$ cat config.mk
export PLATFORM = sky130hd
export DESIGN_NAME = seg_scan_decoder
export DESIGN_NICKNAME = d
export VERILOG_FILES = /design/src/rtl/seg_pkg.sv /design/src/rtl/seg_to_hex.sv /design/src/rtl/seg_scan_decoder.sv
export SDC_FILE = /design/constraint.sdc
export NUM_CORES = 1
export LEC_CHECK = 0
export ABC_AREA = 1
export CAP_MARGIN = 20
export CORE_UTILIZATION = 49
export DETAILED_ROUTE_END_ITERATION = 6
export PLACE_DENSITY = 0.74
export SETUP_SLACK_MARGIN = 0.2
export SYNTH_ARGS = -nofsm -noshare
export SYNTH_HDL_FRONTEND = slang
export SYNTH_SLANG_ARGS = --single-unit
$ cat constraint.sdc
create_clock -name clk -period 2.6 [get_ports clk]
set_clock_uncertainty 0.05 [all_clocks]
set_input_delay 0.52 -clock clk [delete_from_list [all_inputs] [get_ports clk]]
set_output_delay 0.52 -clock clk [all_outputs]
set_load 0.01 [all_outputs]
$ cat src/rtl/seg_pkg.sv
// Glyph table and scan-state encoding shared by the seven-segment bus reader.
// Segments are active-low, bit0=a .. bit6=g.
package seg_pkg;

  localparam logic [6:0] SEG_0     = 7'h40;
  localparam logic [6:0] SEG_1     = 7'h79;
  localparam logic [6:0] SEG_2     = 7'h24;
  localparam logic [6:0] SEG_3     = 7'h30;
  localparam logic [6:0] SEG_4     = 7'h19;
  localparam logic [6:0] SEG_5     = 7'h12;
  localparam logic [6:0] SEG_6     = 7'h02;
  localparam logic [6:0] SEG_7     = 7'h78;
  localparam logic [6:0] SEG_8     = 7'h00;
  localparam logic [6:0] SEG_9     = 7'h10;
  localparam logic [6:0] SEG_A     = 7'h08;
  localparam logic [6:0] SEG_B     = 7'h03;
  localparam logic [6:0] SEG_C     = 7'h46;
  localparam logic [6:0] SEG_D     = 7'h21;
  localparam logic [6:0] SEG_E     = 7'h06;
  localparam logic [6:0] SEG_F     = 7'h0E;
  localparam logic [6:0] SEG_BLANK = 7'h7F;

  typedef enum logic [1:0] {IDLE, SETTLE, CAPTURED} scan_state_t;

endpackage

$ cat src/rtl/seg_to_hex.sv
// Combinational inverse of the display driver's hex-to-glyph table.
// Patterns that are neither a glyph nor all-off report legal=0, blank=0.
module seg_to_hex
  import seg_pkg::*;
(
  input  logic [6:0] seg_n,
  output logic [3:0] hex,
  output logic       legal,
  output logic       blank
);

  always_comb begin
    hex   = 4'h0;
    legal = 1'b1;
    blank = 1'b0;
    case (seg_n)
      SEG_0:     hex = 4'h0;
      SEG_1:     hex = 4'h1;
      SEG_2:     hex = 4'h2;
      SEG_3:     hex = 4'h3;
      SEG_4:     hex = 4'h4;
      SEG_5:     hex = 4'h5;
      SEG_6:     hex = 4'h6;
      SEG_7:     hex = 4'h7;
      SEG_8:     hex = 4'h8;
      SEG_9:     hex = 4'h9;
      SEG_A:     hex = 4'hA;
      SEG_B:     hex = 4'hB;
      SEG_C:     hex = 4'hC;
      SEG_D:     hex = 4'hD;
      SEG_E:     hex = 4'hE;
      SEG_F:     hex = 4'hF;
      SEG_BLANK: begin
        legal = 1'b0;
        blank = 1'b1;
      end
      default:   legal = 1'b0;
    endcase
  end

endmodule

$ cat src/rtl/seg_scan_decoder.sv
// Samples a multiplexed active-low 7-seg bus and rebuilds the hex value per digit.
// Optional SEG_SCAN_CHANGE_EN adds a value_changed pulse aligned with output updates.
module seg_scan_decoder
  import seg_pkg::*;
#(
  parameter int NUM_DIGITS    = 4,
  parameter int STABLE_CYCLES = 4
) (
  input  logic                    clk,
  input  logic                    rst_n,
  input  logic [NUM_DIGITS-1:0]   an_n,
  input  logic [6:0]              seg_n,
  output logic [4*NUM_DIGITS-1:0] digits,
  output logic [NUM_DIGITS-1:0]   digit_valid,
  output logic [NUM_DIGITS-1:0]   digit_blank,
  output logic [NUM_DIGITS-1:0]   digit_err,
  output logic                    frame_done,
  output logic                    anode_err
`ifdef SEG_SCAN_CHANGE_EN
  ,
  output logic                    value_changed
`endif
);

  localparam int CW = $clog2(STABLE_CYCLES + 1);

  logic [NUM_DIGITS-1:0] an_m, s_an;
  logic [6:0]            seg_m, s_seg;
  logic [CW-1:0]         cnt_q;
  scan_state_t           state_q, state_d;
  logic                  strobe, one_hot, chg_in;
  logic [3:0]            hex;
  logic                  legal, blank;
  logic [NUM_DIGITS-1:0] seen_q, seen_nx;

  logic [NUM_DIGITS-1:0][3:0] dig_q;
  logic [NUM_DIGITS-1:0]      val_q, blk_q, err_q;

  // Synchronizers park at the idle pattern so reset never looks like a fault.
  always_ff @(posedge clk or negedge rst_n) begin
    if (!rst_n) begin
      an_m  <= '1;
      s_an  <= '1;
      seg_m <= SEG_BLANK;
      s_seg <= SEG_BLANK;
    end else begin
      an_m  <= an_n;
      s_an  <= an_m;
      seg_m <= seg_n;
      s_seg <= seg_m;
    end
  end

  // cnt_q moves with s_an/s_seg: it reads 1 on the first cycle of a new value.
  assign chg_in = {an_m, seg_m} != {s_an, s_seg};

  always_ff @(posedge clk or negedge rst_n) begin
    if (!rst_n)
      cnt_q <= '0;
    else if (chg_in)
      cnt_q <= CW'(1);
    else if (cnt_q != CW'(STABLE_CYCLES))
      cnt_q <= cnt_q + CW'(1);
  end

  always_ff @(posedge clk or negedge rst_n) begin
    if (!rst_n) anode_err <= 1'b0;
    else        anode_err <= !$onehot0(~an_m) && $onehot0(~s_an);
  end

  assign one_hot = $onehot(~s_an);

  always_ff @(posedge clk or negedge rst_n) begin
    if (!rst_n) state_q <= IDLE;
    else        state_q <= state_d;
  end

  always_comb begin
    state_d = state_q;
    strobe  = 1'b0;
    case (state_q)
      IDLE: if (one_hot) state_d = SETTLE;
      SETTLE, CAPTURED: begin
        if (!one_hot)
          state_d = IDLE;
        else if (cnt_q == CW'(1))
          state_d = SETTLE;
        else if (state_q == SETTLE && cnt_q == CW'(STABLE_CYCLES)) begin
          strobe  = 1'b1;
          state_d = CAPTURED;
        end
      end
      default: state_d = IDLE;
    endcase
  end

  seg_to_hex u_dec (
    .seg_n (s_seg),
    .hex   (hex),
    .legal (legal),
    .blank (blank)
  );

`ifdef SEG_SCAN_CHANGE_EN
  logic [NUM_DIGITS-1:0] chg;
`endif

  // Per-digit result registers; a strobe targets the single low anode.
  for (genvar g = 0; g < NUM_DIGITS; g++) begin : g_dig
    logic       hit;
    logic [3:0] d_q;
    logic       v_q, b_q, e_q;

    assign hit = strobe && !s_an[g];

    always_ff @(posedge clk or negedge rst_n) begin
      if (!rst_n) begin
        d_q <= 4'h0;
        v_q <= 1'b0;
        b_q <= 1'b0;
        e_q <= 1'b0;
      end else if (hit) begin
        if (legal) d_q <= hex;
        v_q <= legal;
        b_q <= blank;
        e_q <= !legal && !blank;
      end
    end

    assign dig_q[g] = d_q;
    assign val_q[g] = v_q;
    assign blk_q[g] = b_q;
    assign err_q[g] = e_q;
`ifdef SEG_SCAN_CHANGE_EN
    assign chg[g] = hit && ((legal && d_q != hex) || v_q != legal || b_q != blank);
`endif
  end

  assign digits      = dig_q;
  assign digit_valid = val_q;
  assign digit_blank = blk_q;
  assign digit_err   = err_q;

  // Strobe implies exactly one low anode, so ~s_an is the digit's seen bit.
  assign seen_nx = seen_q | ~s_an;

  always_ff @(posedge clk or negedge rst_n) begin
    if (!rst_n) begin
      seen_q     <= '0;
      frame_done <= 1'b0;
    end else begin
      frame_done <= 1'b0;
      if (strobe) begin
        if (&seen_nx) begin
          seen_q     <= '0;
          frame_done <= 1'b1;
        end else begin
          seen_q <= seen_nx;
        end
      end
    end
  end

`ifdef SEG_SCAN_CHANGE_EN
  always_ff @(posedge clk or negedge rst_n) begin
    if (!rst_n) value_changed <= 1'b0;
    else        value_changed <= |chg;
  end
`endif

endmodule

Word level (Yosys, flattened, before mapping)
Index checks and enable logic that the tools add are counted.

cells by class
  add/sub/neg operators = 7
  multipliers = 0
  div/mod/pow operators = 0
  $lt $le $gt $ge = 2
  equality and inequality tests = 25
  shift-type cells = 0
  muxes and demuxes = 17
  bitwise logic cells = 3
  reductions and logical operators = 25

operators by type and width
  cell                                                  count
  one-hot mux 4 bit (15 select lines)                   1
  equality test 7 bit (second input constant)           5
  equality test 7 x 5 -> 1 bit (second input constant)  3
  equality test 7 x 6 -> 1 bit (second input constant)  3
  OR reduction 16 bit                                   1
  equality test 7 x 2 -> 1 bit (second input constant)  2
  equality test 7 x 4 -> 1 bit (second input constant)  2
  inequality test 11 bit                                1
  AND reduction 2 bit                                   5
  adder 1 x 1 -> 2 bit                                  4
  two-way mux 1 bit                                     8
  two-way mux 2 bit                                     4
  NOT 4 bit                                             2
  equality test 7 x 3 -> 1 bit (second input constant)  1
  logical AND 1 bit                                     7
  zero test 1 bit                                       7
  zero test 7 bit                                       1
  adder 2 x 2 -> 3 bit                                  2
  equality test 3 x 1 -> 1 bit (second input constant)  2
  <= comparator 3 x 1 -> 1 bit (second input constant)  2
  two-way mux 3 bit                                     2
  two-way mux 4 bit                                     1
  inequality test 4 bit (second input constant)         1
  bitwise OR 4 bit                                      1
  11 further kinds                                      11

word-level totals
  bits in registers = 61
  latch bits = 0
  memory bits (writable) = 0
  bits in read-only memories = 0
  input port bits = 13
  memories = 0

Logic depth before layout (Yosys ltp)
  depth after elaboration = 8
  mapped depth = 12

By module
From an unflattened synthesis, not the netlist that was laid out.

second synthesis, totals
  cell total of the unflattened synthesis = 379
  area total of the unflattened synthesis = 3089.2 um^2

modules (own cells, without submodules)
  module            instances  cells an instance  area each (um^2)  seq. area each (um^2)
  seg_scan_decoder  1          302                2747.6            1554.0
  seg_to_hex        1          77                 341.6             0.0

Worst setup path before layout
Ideal clock, no wire load.

  kind = register -> register
  start = register s_an[1]
  end = register g_dig[0].e_q
  library setup time = 129 ps
  data arrival time = 2402 ps
  data required time = 2421 ps
  slack = 18 ps
  cell stages (with the launch flop) = 13
  path buffers = 0
  period minus slack after synthesis = 2582 ps
  path through = dfstp_2 > fa_1 > inv_1 > ha_1 > inv_1 > ha_1 > nor2_2 > nand4_4 > nor2_4 > inv_1 > nand2_1 > nand2_1 > a21boi_1

on the way
  longest elaborated chain between the ends = 7

RTL lines
  element                                     RTL line                 source
  start, declared                             seg_scan_decoder.sv:27   logic [NUM_DIGITS-1:0] an_m, s_an;
  start signal, assigned                      seg_scan_decoder.sv:48   s_an <= an_m;
  NOT 4 bit                                   seg_scan_decoder.sv:71   assign one_hot = $onehot(~s_an);
  adder 1 x 1 -> 2 bit (implied by the code)  seg_scan_decoder.sv:71
  adder 2 x 2 -> 3 bit (implied by the code)  seg_scan_decoder.sv:71
  equality test 3 x 1 -> 1 bit                seg_scan_decoder.sv:71
  two-way mux 1 bit                           seg_scan_decoder.sv:84   if (!one_hot)
  two-way mux 1 bit                           seg_scan_decoder.sv:81   case (state_q)
  logical AND 1 bit                           seg_scan_decoder.sv:114  assign hit = strobe && !s_an[g];
  end signal, assigned                        seg_scan_decoder.sv:126  e_q <= !legal && !blank;
  end, declared                               seg_scan_decoder.sv:112  logic v_q, b_q, e_q;

Every way passes these cells.
A chain may end at the register's enable or synchronous reset.

Worst setup path after layout
  start = register s_an[1]
  end = register g_dig[1].e_q

on the way
  longest elaborated chain between the ends = 7
  elaborated cells between the ends (all ways) = 8
  those cells by class = 2 x add/sub; 1 x eq/ne; 2 x mux; 1 x bitwise; 2 x reduce/logical

RTL lines
  element                                     RTL line
  NOT 4 bit                                   seg_scan_decoder.sv:71
  adder 1 x 1 -> 2 bit (implied by the code)  seg_scan_decoder.sv:71
  adder 2 x 2 -> 3 bit (implied by the code)  seg_scan_decoder.sv:71
  equality test 3 x 1 -> 1 bit                seg_scan_decoder.sv:71
  two-way mux 1 bit                           seg_scan_decoder.sv:84
  two-way mux 1 bit                           seg_scan_decoder.sv:81
  logical AND 1 bit *                         seg_scan_decoder.sv:114
  end signal, assigned                        seg_scan_decoder.sv:126
  end, declared                               seg_scan_decoder.sv:112

Every way passes the cells marked *; elsewhere a longest branch is shown, timed or not.

==> run summary <==
Status -> finished clean
CTS tree -> yes
Worst-Margin Slew -> 568.7 ps
Die footprint -> 6378 sq um
Post-synth EDFFs -> 0
Routed vias -> 2338
Pre-CTS setup slack -> 45.65 ps
Final instance area -> 3862 sq um
FILL cells -> 435
Synth top cells by count -> 100 x nand2_1, 39 x dfrtp_1, 25 x nor2_1, 24 x inv_1, 22 x dfstp_2
Core area -> 5675 sq um
Area post-placement -> 3452 sq um
Clk Tree Root Cell -> clkbuf_8
Synth warn -> 0
Main synth FF type -> dfrtp_1
Footprint of the multi-input gates -> 1282 sq um
Critical Path Fanout Max -> 5
Top-count cell post-synth -> nand2_1
Sw Share -> 26.26%
Max-capacitance violation count -> 0
Syn Nets -> 350
Worst vdd ir -> 301.4 uV
Initial antenna violation count -> 0
CTS Buffer Depth -> 2
Antenna-violating nets left -> 0
# clock sinks -> 61
IO Pins -> 43
Drt pass-1 iters -> 4
Register area -> 1554 sq um
Sequential-to-total area share from yosys stat -> 52.32%
Post-CTS Hold Buffers -> 0
P_leak -> 1.914 nW
Total placed cells including tap cells -> 433
Final Wtd Congestion -> 0.8117
Residual DRC -> 0
Flop2flop setup slack -> 10 ps
Data arrival, critical path -> 2790 ps
Crit path kind -> flop to flop
Unrepaired setup endpoints after global routing -> yes
Final worst path period share -> 99.46%
Synth top area share -> 32.86%
Chip width -> 79.86 um
Die height -> 79.86 um
Seq pwr share -> 50.8%
Largest area contributor in the netlist -> dfrtp_1
Worst reg2reg endpoint -> g_dig[1].e_q
Psw -> 0.5277 mW
Ys async rst share -> 100.0%
Grt ovf -> 0
Synthesized area per cell -> 9.112 sq um
Non-Filler Instances -> 467
Reg-to-reg critical path startpoint -> s_an[1]
Slew Viols, Final -> 0
Critical Path Start Type -> flop
Area Overhead vs Synth -> 30.03%
Slew headroom -> 62.05%
Crit path capture -> g_dig[1].e_q
Hold Worst Slack -> 118.2 ps
Synth Instances -> 326
Total internal power -> 1.482 mW
Synth Register Bits -> 61
Hold Path Class -> input pin to async pin
Port Buf Inserts -> 42
Synth unique cells -> 33
Max frequency -> 386.7 MHz
Worst-Skew Late Latency -> 340 ps
Post-DP HPWL -> 4230 um
Reg clk slew, reported paths -> 70 ps
Inserted Clock Buffers -> 9
# H-tree levels -> 3
Clk network pwr share -> 37.5%
Final Hold Violating Endpoints -> 0
CP Data Required Time -> 2800 ps
Largest net degree at the start of global routing -> 37
First-pass GRT wire length -> 9991 um
Cell Rows -> 27
Gr usage total -> 21.11%
Worst Setup SP -> s_an[1]
Starting Density -> 52.34%
DRT iter0 DRCs -> 130
Share of cells above drive strength 1 -> 30.38%
Worst Setup End Kind -> flop
Mean routed wirelength per cell -> 13.65 um
NumNets Final -> 414
Synth top area cells -> dfrtp_1 33%, dfstp_2 19%, nand2_1 13%
Via/cell ratio -> 5.006
Combinational power share -> 11.7%
Pwr/cell area -> 520.3 nW/um^2
N_diodes -> 0
Crit path time final -> 2586 ps
Setup ws final -> 14.04 ps
Final Setup Violations -> 0
Vias in the first global route -> 2249
Final wirelength -> 6374 um
FF-to-FF path depth -> 12
Post-Syn Area -> 2970 sq um
==> through the flow <==
stage / utilization [%] / setup TNS [ps] / power (mW)
6_report: 68.06 / 0 / 2.009
3_3_place_gp: 60.82 / 0 / 1.244
4_1_cts: 65.63 / 0 / 2.013
3_5_place_dp: 60.82 / 0 / 1.250
2_1_floorplan: - / 0 / 1.173
5_1_grt: 68.06 / -584.5 / 2.113
==> flip-flops by register name (all words and copies together), names as in the netlist <==
register,cells
an_m,4
cnt_q,3
seg_m,7
g_dig.e_q,4
g_dig.b_q,4
s_an,4
g_dig.d_q,16
s_seg,7
state_q,2
frame_done,1
seen_q,4
anode_err,1
g_dig.v_q,4
==> worst max-delay path, stage by stage, from the launching register on <==
cell	delay, ps
dfstp_2	540
fa_1	410
inv_1	70
ha_2	180
inv_2	40
ha_4	210
nor2_4	100
nand4_4	190
nor2_4	220
buf_4	140
nand2_2	60
nand2_1	110
a21boi_2	180
==> repair_timing <==
| item | CTS | global route |
|---|---|---|
| cloned | 0 | 0 |
| pin swaps | 12 | 10 |
| endpoints found under the hold margin | 0 | 0 |
| resized for setup | 8 | 24 |
| endpoints found under the setup margin | 25 | 34 |
| buffers inserted | 10 | 8 |
==> power by group through the flow <==
stage | clock network (mW) | registers, mW | logic [mW]
2_1_floorplan | 0 | 1.03 | 0.141
6_report | 0.754 | 1.02 | 0.235
5_1_grt | 0.823 | 1.02 | 0.267
4_1_cts | 0.768 | 1.02 | 0.225
3_5_place_dp | 0 | 1.04 | 0.214
3_3_place_gp | 0 | 1.03 | 0.209
==> placed cells by master (no fill, tap or decap), types with 3 or more instances in the layout <==
cell / n
nand2_1: 85
clkdlybuf4s50_1: 41
dfrtp_1: 39
nor2_1: 23
inv_1: 22
dfstp_2: 22
nand3_1: 20
buf_4: 19
nand2_2: 17
clkbuf_8: 11
inv_2: 10
nor2_4: 7
o21ai_0: 6
nand4_1: 6
ha_1: 6
nor2_2: 5
buf_6: 5
nand2_4: 4
o21a_1: 4
xnor2_1: 4
or2_2: 4
a21boi_1: 3
a21oi_2: 3
a21oi_1: 3
clkinv_2: 3
==> kinds of logic after synthesis <==
logic type | after synthesis | share of synthesized area (%)
simple gates | 178 | 28.26
flops | 61 | 52.32
buf+inv | 47 | 7.751
compound gates | 23 | 4.760
fa+ha+maj | 11 | 5.139
xor+xnor | 6 | 1.769
==> metal layers <==
metal / GRT usage, % / up-vias / part of all wire (%)
met4: 8.750 / 0 / 2.3
met2: 35.56 / 63 / 50
met3: 6.286 / 17 / 4.0
met1: 25.06 / 1116 / 44
met5: 0 / - / 0
li1: - / 1142 / -
==> final cells by class <==
class                           instances  share of cell area, %
Tap cell                               72                  2.332
Timing Repair Buffer                   67                  16.42
Clock buffer                           12                  4.017
Inverter                               33                  3.207
Clock inverter                          4                 0.5831
Sequential cell                        61                  40.23
Multi-Input combinational cell        218                  33.20
==> worst min path at each step <==
stage | startpoint | end | cells after the start
final | rst_n | g_dig[2].d_q[1] | 1
after global routing | rst_n | g_dig[2].d_q[0] | 1
after CTS | rst_n | g_dig[2].d_q[0] | 1
after detailed placement | seg_m[5] | s_seg[5] | 0
after global placement | seg_m[2] | s_seg[2] | 0
after floorplan | rst_n | anode_err | 0
Note: power is estimated with default switching activity, not from simulation.
